--- src/rtl/seg_scan.sv ---
// Scan driver for an 8-digit common-anode seven-segment display: one nibble per slot,
// active-low digit enables, frame-aligned value commits, guard time and leading-zero blanking.
module seg_scan #(
   parameter int CLK_DIV = 50000,
   parameter int GUARD   = 500
) (
   input  logic        clk,
   input  logic        rst,
   input  logic        load,
   input  logic [31:0] data_in,
   input  logic        blank_lz,
   output logic [3:0]  digit_val,
   output logic [7:0]  dig,
   output logic        frame_start
);

   localparam int CW = $clog2(CLK_DIV);
   localparam logic [CW-1:0] CNT_MAX = CW'(CLK_DIV - 1);

   logic [CW-1:0] cnt_q, cnt_d;
   logic [2:0]    idx_q, idx_d;
   logic [31:0]   disp_q, disp_d;
   logic [31:0]   pend_q, pend_d;
   logic          pend_v_q, pend_v_d;
   logic          blz_q, blz_d;

   logic          tick;
   logic          commit;
   logic [4:0]    nib_sh;
   logic [31:0]   upper;
   logic          blank;
   logic          in_guard;

   assign tick   = (cnt_q == CNT_MAX);
   // Commit only at the frame boundary, using the pending value as it stood before this edge.
   assign commit = tick && (idx_q == 3'd7) && pend_v_q;

   always_comb begin
      cnt_d    = tick ? '0 : cnt_q + 1'b1;
      idx_d    = tick ? idx_q + 3'd1 : idx_q;
      disp_d   = commit ? pend_q : disp_q;
      pend_d   = load ? data_in : pend_q;
      pend_v_d = load | (pend_v_q & ~commit);
      blz_d    = blank_lz;
   end

   always_ff @(posedge clk) begin
      if (rst) begin
         cnt_q    <= '0;
         idx_q    <= 3'd0;
         disp_q   <= 32'h0;
         pend_q   <= 32'h0;
         pend_v_q <= 1'b0;
         blz_q    <= 1'b0;
      end else begin
         cnt_q    <= cnt_d;
         idx_q    <= idx_d;
         disp_q   <= disp_d;
         pend_q   <= pend_d;
         pend_v_q <= pend_v_d;
         blz_q    <= blz_d;
      end
   end

   generate
      if (GUARD == 0) begin : g_noguard
         assign in_guard = 1'b0;
      end else begin : g_guard
         assign in_guard = (cnt_q < CW'(GUARD));
      end
   endgenerate

   // A digit is a leading zero when it and every digit to its left are zero.
   assign nib_sh = {idx_q, 2'b00};
   assign upper  = disp_q >> nib_sh;
   assign blank  = blz_q && (idx_q != 3'd0) && (upper == 32'h0);

   assign digit_val   = upper[3:0];
   assign dig         = (in_guard || blank) ? 8'hFF : ~(8'b1 << idx_q);
   assign frame_start = (idx_q == 3'd0) && (cnt_q == '0);

endmodule
--- config.mk ---
export PLATFORM = sky130hd
export DESIGN_NAME = seg_scan
export DESIGN_NICKNAME = d
export VERILOG_FILES = /design/src/rtl/seg_scan.sv
export SDC_FILE = /design/constraint.sdc
export NUM_CORES = 1
export LEC_CHECK = 0
export ABC_AREA = 1
export CORE_UTILIZATION = 45
export DETAILED_ROUTE_END_ITERATION = 10
export PLACE_DENSITY = 0.67
export RECOVER_POWER = 50
export SYNTH_ARGS = -nofsm -noshare
export SYNTH_HDL_FRONTEND = slang
export SYNTH_SLANG_ARGS = --single-unit
export TNS_END_PERCENT = 10
--- constraint.sdc ---
create_clock -name clk -period 4 [get_ports clk]
set_clock_uncertainty 0.1 [all_clocks]
set_input_delay 0.4 -clock clk [delete_from_list [all_inputs] [get_ports clk]]
set_output_delay 0.4 -clock clk [all_outputs]
set_load 0.1 [all_outputs]
-- Word-level counts from Yosys, hierarchy flattened
Cells that the tools add are included.
- bits in registers: 85
- bits of input ports: 36
- output and inout bits: 13
- add/subtract/negate cells: 2
- magnitude comparators: 1
- eq/ne operators: 2
- shifts and indexed selects: 2
- multiplexer cells: 1
- bitwise logic cells: 4
- reductions and logical operators: 11
- operator list (cell ; count):
    zero test 32 bit ; 1
    right shift 32 x 5 -> 32 bit ; 1
    adder 16 x 1 -> 16 bit (second input constant) ; 1
    equality test 16 bit (second input constant) ; 1
    zero test 16 bit ; 1
    < comparator 16 x 9 -> 1 bit (second input constant) ; 1
    two-way mux 8 bit ; 1
    inverter 8 bit ; 1
    << shifter 1 x 3 -> 8 bit (first input constant) ; 1
    logical AND 1 bit ; 5
    adder 3 x 1 -> 3 bit (second input constant) ; 1
    equality test 3 bit (second input constant) ; 1
    zero test 3 bit ; 1
    nonzero test 3 bit ; 1
    OR reduction 2 bit ; 1
    bitwise AND 1 bit ; 1
    logical OR 1 bit ; 1
    inverter 1 bit ; 1
    bitwise OR 1 bit ; 1

-- Longest topological paths before layout
Gate-level depths: netlist of the first run.
- word-level depth: 6
- depth in mapped cells: 13

-- Worst setup path after synthesis of the first run
No wires, ideal clock.
- path type: flip-flop to output port
- start: reg idx_q[0]
- end: out dig[0]
- arrival: 4.170 ns
- path slack: -0.670 ns
- cell stages (with the launch flop): 11
- path buffers: 1
- cells stage by stage: dfxtp_1 buf_2 nand2_1 nand3_1 nand2_1 o21ai_0 nor2_1 nand2_1 nor2_1 nand2_1 nand3_1
- cells in the longest elaborated chain, start to end: 5
- RTL lines (item ; line ; text):
    start, declared ; 21 ; logic [2:0] idx_q, idx_d;
    start signal, assigned ; 57 ; idx_q <= idx_d;
    right shift 32 x 5 -> 32 bit ; 75 ; assign upper = disp_q >> nib_sh;
    named net digit_val[1] ; 12 ; output logic [3:0] digit_val,
    zero test 32 bit ; 76 ; assign blank = blz_q && (idx_q != 3'd0) && (upper == 32'h0);
    logical AND 1 bit ; 76 ;
    logical OR 1 bit ; 79 ; assign dig = (in_guard || blank) ? 8'hFF : ~(8'b1 << idx_q);
    two-way mux 8 bit ; 79 ;
    end, declared ; 13 ; output logic [7:0] dig,
The timed path passes the listed nets, and every way through them passes these cells.

-- Worst setup path in the final report of the first run
- start: reg idx_q[1]
- end: out dig[1]
- cells in the longest elaborated chain, start to end: 5
- RTL lines (item ; line):
    right shift 32 x 5 -> 32 bit or nonzero test 3 bit (tied branches) ; 75, 76
    zero test 32 bit or logical AND 1 bit (tied branches) ; 76
    logical AND 1 bit ; 76
    logical OR 1 bit ; 79
    two-way mux 8 bit (*) ; 79
Every way passes the cells marked *; elsewhere a longest branch is shown, timed or not.

==> flow_metrics.py, run 1 <==
metrics = {
    "status": {
        "run_status": "complete, but fails checks",
        "failed_checks": "DRC, capacitance limit, slew limit",
    },
    "synth": {
        "synthCells": 591,
        "synthesis.area_per_instance_um2": 7.04,
        "syn-cell-area_um2": 4160,
        "ys_seq_elements": 85,
        "sequential_cell_area_fraction_in_the_yosys_report": 0.409,
        "syn_nets": 635,
        "warning_count_from_the_yosys_run": 0,
        "yosysUniqueCellTypes": 30,
    },
    "route": {
        "vias": 3638,
        "post_drt_via_cell_ratio": 4.94,
        "post_drt_wl_per_cell_um": 11.8,
        "drt_drc_violations_left": 3,
        "drt_iter0_markers": 108,
        "dr.pass1.iters": 8,
        "routed_wirelength_mm": 8.68,
        "antenna_violating_nets_remaining": 0,
    },
    "layout": {
        "postLayoutCoreUtil": 0.554,
        "mostFrequentLayoutCell": "nand2_1",
        "nNetsFinal": 667,
        "areaGrowthSynthToFinish_pct": 17.8,
        "post_route_cells_drive_above_1_share": 0.107,
        "n_antenna_cell": 0,
        "instances_no_fill": 736,
        "layout_common_cells": "nand2_1 (112), dfxtp_1 (85), inv_1 (80)",
    },
    "min_path": {
        "min_delay_path_depth": 1,
        "min-delay-path-class": "flop to flop",
        "hp-start": "cnt_q[0]$_SDFF_PP0_",
    },
    "sta": {
        "fmax_mhz": 307,
        "max_slew_margin": -0.514,
        "fin_crit_sh": 0.814,
        "final_hold_viol_count": 0,
        "setup_violation_total_in_the_final_timing_report": 0,
        "tightest_slew_ps": 2270,
        "fin_tns_setup_ps": 0,
        "final.min_clock_period_ps": 3250,
        "rsz_0062_raised_after_global_routing": "false",
        "timing.final.max_slew_violations": 66,
    },
    "floorplan": {
        "io-pin-count": 49,
        "die_w_um": 98.2,
        "design.die.area_um2": 9640,
        "fp.coreArea_um2": 8850,
        "die_h_um": 98.2,
        "initial_utilization": 0.470,
        "fp-row-count": 34,
    },
    "clocking": {
        "cts-buffers-inserted": 9,
        "htree_levels": 3,
        "tritoncts": "built",
        "post_cts_resize_count": 0,
        "post-cts-setup-buffer-count": 0,
        "cts.sink_count": 85,
        "cts.path.max_buffers": 2,
        "cell_at_the_root_of_the_clock_tree": "clkbuf_8",
        "path_clk_slew_ps": 80,
        "holdBufCountCts": 0,
        "clk_latency_ps": 350,
    },
    "critical_path": {
        "r2r_start": "idx_q[1]$_SDFFE_PP0P_",
        "critical_path_class": "flop to primary output",
        "worstPathArrival_ps": 2750,
        "cell_with_the_most_instances_on_the_worst_path": "nand2_1",
        "reg2regPathDepth": 7,
        "timing.critical_path.cells": "inv_1 > nand3_1 > nand2_1 > o21ai_1 > nor2_1 > nand2_1 > nor2_1 > nand2_1 > nand3_1 > buf_12",
        "cp_slowest_cell": "dfxtp_1",
        "critPathMaxFanout": 21,
        "endpoint_kind": "primary output",
        "setup.worst_path.start": "idx_q[1]$_SDFFE_PP0P_",
        "crit_required_ps": 3500,
        "worst_setup_sp_type": "flop",
        "critical_path.max_stage_delay_ps": 630,
    },
    "placement": {
        "place.detailed.instances": 720,
        "hpwlAfterDp_mm": 6.20,
        "place_congestion": 0.858,
        "place.port_buffers": 48,
    },
    "global_routing": {
        "grt_first_pass_wirelength_mm": 14.8,
        "grt_max_degree": 66,
        "grtUsageTotal": 0.189,
        "grt_antenna_before_repair": 0,
        "congestion_overflow_gr": 0,
        "grt_pass1_vias": 3319,
    },
    "pwr": {
        "power_leakage_nw": 2.02,
        "vdd.ir_drop.worst_mv": 0.166,
        "fin_total_pwr_mw": 1.61,
        "power.density_cell_area_nw_per_um2": 329,
    },
    "flow_run": {
        "max_cap_violations": 1,
    },
}
==> cell families (layout without fill, tap and decap cells) <==
kind of cell    count (synthesis)  count (layout)  synth area share
buf+inv                       114             151             0.114
xor+xnor                        3               3           0.00631
compound gates                159             159             0.219
flops                          85              85             0.409
fa+ha+maj                       8               8            0.0240
simple gates                  222             222             0.228
==> synthesized netlist by cell type <==
library cell	n	area share
a21oi_1	48	0.058
nand3_1	49	0.059
inv_1	79	0.071
nand2_2	2	0.0030
nor2_1	43	0.039
nand4_1	2	0.0030
buf_6	3	0.0081
o21ai_0	51	0.061
clkinv_1	1	0.00090
buf_2	9	0.011
nor4_1	2	0.0030
a21oi_2	28	0.059
buf_4	3	0.0054
a211oi_1	2	0.0036
nor3b_4	1	0.0045
xor2_1	1	0.0021
nor3_1	6	0.0072
nor2_2	2	0.0030
or2_2	3	0.0045
o21ai_1	28	0.034
or3_1	1	0.0015
o31ai_1	1	0.0018
ha_1	8	0.024
inv_2	3	0.0027
o211ai_1	1	0.0018
xnor2_1	2	0.0042
dfxtp_1	85	0.41
clkbuf_1	16	0.014
nor3b_1	1	0.0018
nand2_1	110	0.099
==> report_power, final <==
group	switching, mW	total, mW	internal [mW]
clock	0.321	0.614	0.293
sequential	0.00750	0.879	0.872
combinational	0.0650	0.119	0.0538
==> worst max-delay path, delay by kind of cell, from the launching register on <==
| family | cells | cell delay [ps] |
|---|---|---|
| AO/OA/AOI/OAI | 1 | 210 |
| buffers and inverters | 2 | 680 |
| flip-flops | 1 | 630 |
| AND/OR/NAND/NOR | 7 | 870 |
==> layout make-up <==
class,instances,area (µm²)
Tap cell,108,135
Clock buffer,10,128
Clock inverter,6,71.3
Inverter,83,312
Timing Repair Buffer,52,574
Fill cell,885,3940
Multi-Input combinational cell,392,1980
Sequential cell,85,1700
==> stage by stage <==
step / worst slack [ps] / cell area [µm²] / hold WS, ps
final: 746 / 4900 / 351
after global routing: 435 / 4900 / 377
after CTS: 772 / 4910 / 352
after detailed placement: 1170 / 4710 / 340
after global placement: 1170 / 4710 / 334
after floorplan: 128 / 4160 / 317
==> registers in the layout (all words and copies together), names as in the netlist <==
signal	cells
pend_v_q	1
pend_q	32
disp_q	32
blz_q	1
idx_q	3
cnt_q	16
==> layer usage <==
| metal | wire, µm | track usage | up-vias |
|---|---|---|---|
| met5 | 0 | 0 | - |
| met1 | 4350 | 0.246 | 1591 |
| li1 | - | - | 1980 |
| met3 | 328 | 0.0408 | 11 |
| met4 | 123 | 0.0608 | 0 |
| met2 | 3880 | 0.311 | 56 |
==> worst paths after layout <==
path	to	slack [ps]
worst min-delay path	cnt_q[0]$_SDFF_PP0_	350
worst min register to register	cnt_q[0]$_SDFF_PP0_	350
worst max register to register	disp_q[8]$_SDFFE_PP0P_	1400
worst max-delay path	dig[1]	750
(Power assumes the default switching activity.)
==> inputs of run 2 (changes only) <==
==> constraint.sdc (replaced) <==
create_clock -name clk -period 3.05 [get_ports clk]
set_clock_uncertainty 0.1 [all_clocks]
set_input_delay 0.305 -clock clk [delete_from_list [all_inputs] [get_ports clk]]
set_output_delay 0.305 -clock clk [all_outputs]
set_load 0.1 [all_outputs]
==> flow_metrics.py, run 2 (synthesis results as in run 1) <==
metrics = {
    "clocking": {
        "clk_latency_ps": 350,
        "cts-buffers-inserted": 9,
        "htree_levels": 3,
        "cell_at_the_root_of_the_clock_tree": "clkbuf_8",
        "path_clk_slew_ps": 80,
        "tritoncts": "built",
        "cts.sink_count": 85,
        "cts.path.max_buffers": 2,
        "post-cts-setup-buffer-count": 0,
    },
    "sta": {
        "setup_violation_total_in_the_final_timing_report": 0,
        "tightest_slew_ps": 1360,
        "timing.final.max_slew_violations": 0,
        "fin_crit_sh": 0.920,
        "final_hold_viol_count": 0,
        "final.min_clock_period_ps": 2810,
        "max_slew_margin": 0.0962,
        "finalHoldWorstSlack_ps": 351,
        "fin_tns_setup_ps": 0,
        "rsz_0062_raised_after_global_routing": "false",
        "fmax_mhz": 356,
    },
    "min_path": {
        "min_delay_worst_endpoint": "cnt_q[0]$_SDFF_PP0_",
        "min-delay-path-class": "flop to flop",
        "hp-start": "cnt_q[0]$_SDFF_PP0_",
        "min_delay_path_depth": 1,
    },
    "critical_path": {
        "reg2regPathDepth": 8,
        "setup.worst_path.start": "idx_q[0]$_SDFFE_PP0P_",
        "worstPathArrival_ps": 2400,
        "rrSetupSlack_ps": 750,
        "path_buf_inv": 2,
        "critical_path_class": "flop to primary output",
        "r2r_end": "disp_q[6]$_SDFFE_PP0P_",
        "critPathMaxFanout": 31,
        "r2r_start": "idx_q[0]$_SDFFE_PP0P_",
        "cp_slowest_cell": "inv_2",
        "timing.critical_path.cells": "inv_2 > nand2_1 > nand2_1 > nand2_1 > nand2_1 > nand2_1 > nand2_1 > nor2_1 > nand2_1 > nor2_1 > nand2_1 > nand3_1 > buf_12",
        "cell_with_the_most_instances_on_the_worst_path": "nand2_1",
        "worst_setup_sp_type": "flop",
        "endpoint_kind": "primary output",
        "crit_required_ps": 2640,
        "critical_path.max_stage_delay_ps": 370,
        "crit_family": "simple AND/OR/NAND/NOR gates",
    },
    "floorplan": {
        "die_h_um": 98.2,
        "fp-row-count": 34,
        "initial_utilization": 0.470,
        "die_w_um": 98.2,
        "design.die.area_um2": 9640,
        "io-pin-count": 49,
        "fp.coreArea_um2": 8850,
    },
    "route": {
        "post_drt_via_cell_ratio": 5.01,
        "routed_wirelength_mm": 8.97,
        "post_drt_wl_per_cell_um": 12.1,
        "drt_drc_violations_left": 4,
        "drt_iter0_markers": 154,
        "vias": 3706,
        "dr.pass1.iters": 8,
        "antenna_violating_nets_remaining": 0,
    },
    "layout": {
        "layout_common_cells": "nand2_1 (112), dfxtp_1 (84), inv_1 (79)",
        "n_antenna_cell": 0,
        "post_route_cells_drive_above_1_share": 0.116,
        "area.sequential_um2": 1700,
        "layout.filler_cells": 881,
        "multiInputGateArea_um2": 1990,
        "areaGrowthSynthToFinish_pct": 19.5,
        "instances_no_fill": 739,
        "mostFrequentLayoutCell": "nand2_1",
        "nNetsFinal": 671,
        "postLayoutCoreUtil": 0.562,
        "largest_regs": "disp_q (32), pend_q (32), cnt_q (16)",
    },
    "pwr": {
        "power_leakage_nw": 2.05,
        "vdd.ir_drop.worst_mv": 0.210,
        "fin_total_pwr_mw": 2.03,
        "power.density_cell_area_nw_per_um2": 408,
    },
    "global_routing": {
        "grt_antenna_before_repair": 0,
        "grt_pass1_vias": 3448,
        "grt_max_degree": 66,
        "grt_first_pass_wirelength_mm": 15.3,
        "congestion_overflow_gr": 0,
        "grtUsageTotal": 0.196,
    },
    "status": {
        "run_status": "complete, but fails checks",
        "failed_checks": "DRC",
    },
    "placement": {
        "place.port_buffers": 48,
        "place.detailed.instances": 724,
        "place_congestion": 0.846,
        "hpwlAfterDp_mm": 6.44,
    },
    "flow_run": {
        "max_cap_violations": 0,
    },
}
[run 2: changes by cell type in the layout (fill, tap and decap cells not counted), sizes merged]
cell	before	now
buf	16	19
bufinv	1	0
clkbuf	11	13
clkinv	3	2
clkinvlp	2	4
inv	83	81
[run 2: per-layer routing]
metal / share of wire / routed length, µm / track usage
met5: 0 / 0 / 0
met1: 0.50 / 4460 / 0.253
met4: 0.018 / 157 / 0.0781
met2: 0.44 / 3980 / 0.317
met3: 0.042 / 379 / 0.0458
[run 2: power by group]
| group | internal (mW) | total [mW] | switching, mW |
|---|---|---|---|
| Combinational | 0.0762 | 0.165 | 0.0888 |
| Sequential | 1.14 | 1.15 | 0.0102 |
| Clock | 0.311 | 0.712 | 0.401 |
[run 2: worst max path at each step]
stage	end	slack, ps	cells past startpoint
4_1_cts	dig[1]	70	9
2_1_floorplan	dig[0]	-720	10
5_1_grt	dig[0]	30	10
6_report	dig[1]	240	13
3_3_place_gp	dig[7]	490	9
3_5_place_dp	dig[1]	470	9
[run 2: cell type report]
| class | count | area share |
|---|---|---|
| clock inverter | 4 | 0.00503 |
| timing repair buffer | 56 | 0.133 |
| tap | 108 | 0.0272 |
| multi-input combinational | 392 | 0.400 |
| inverter | 83 | 0.0641 |
| sequential | 85 | 0.342 |
| clock buffer | 11 | 0.0284 |
[run 2: per-stage QoR]
stage	setup WS, ps	instance area, µm²
after floorplan	-717	4170
after global placement	486	4810
after detailed placement	474	4810
after CTS	71.8	4980
after global routing	29.6	4970
final	244	4970
[run 2: repair_timing]
action | 4_1_cts | 5_1_grt
hold buffers | 0 | 0
endpoints found under the setup margin | 0 | 8
gates resized for setup | 0 | 3
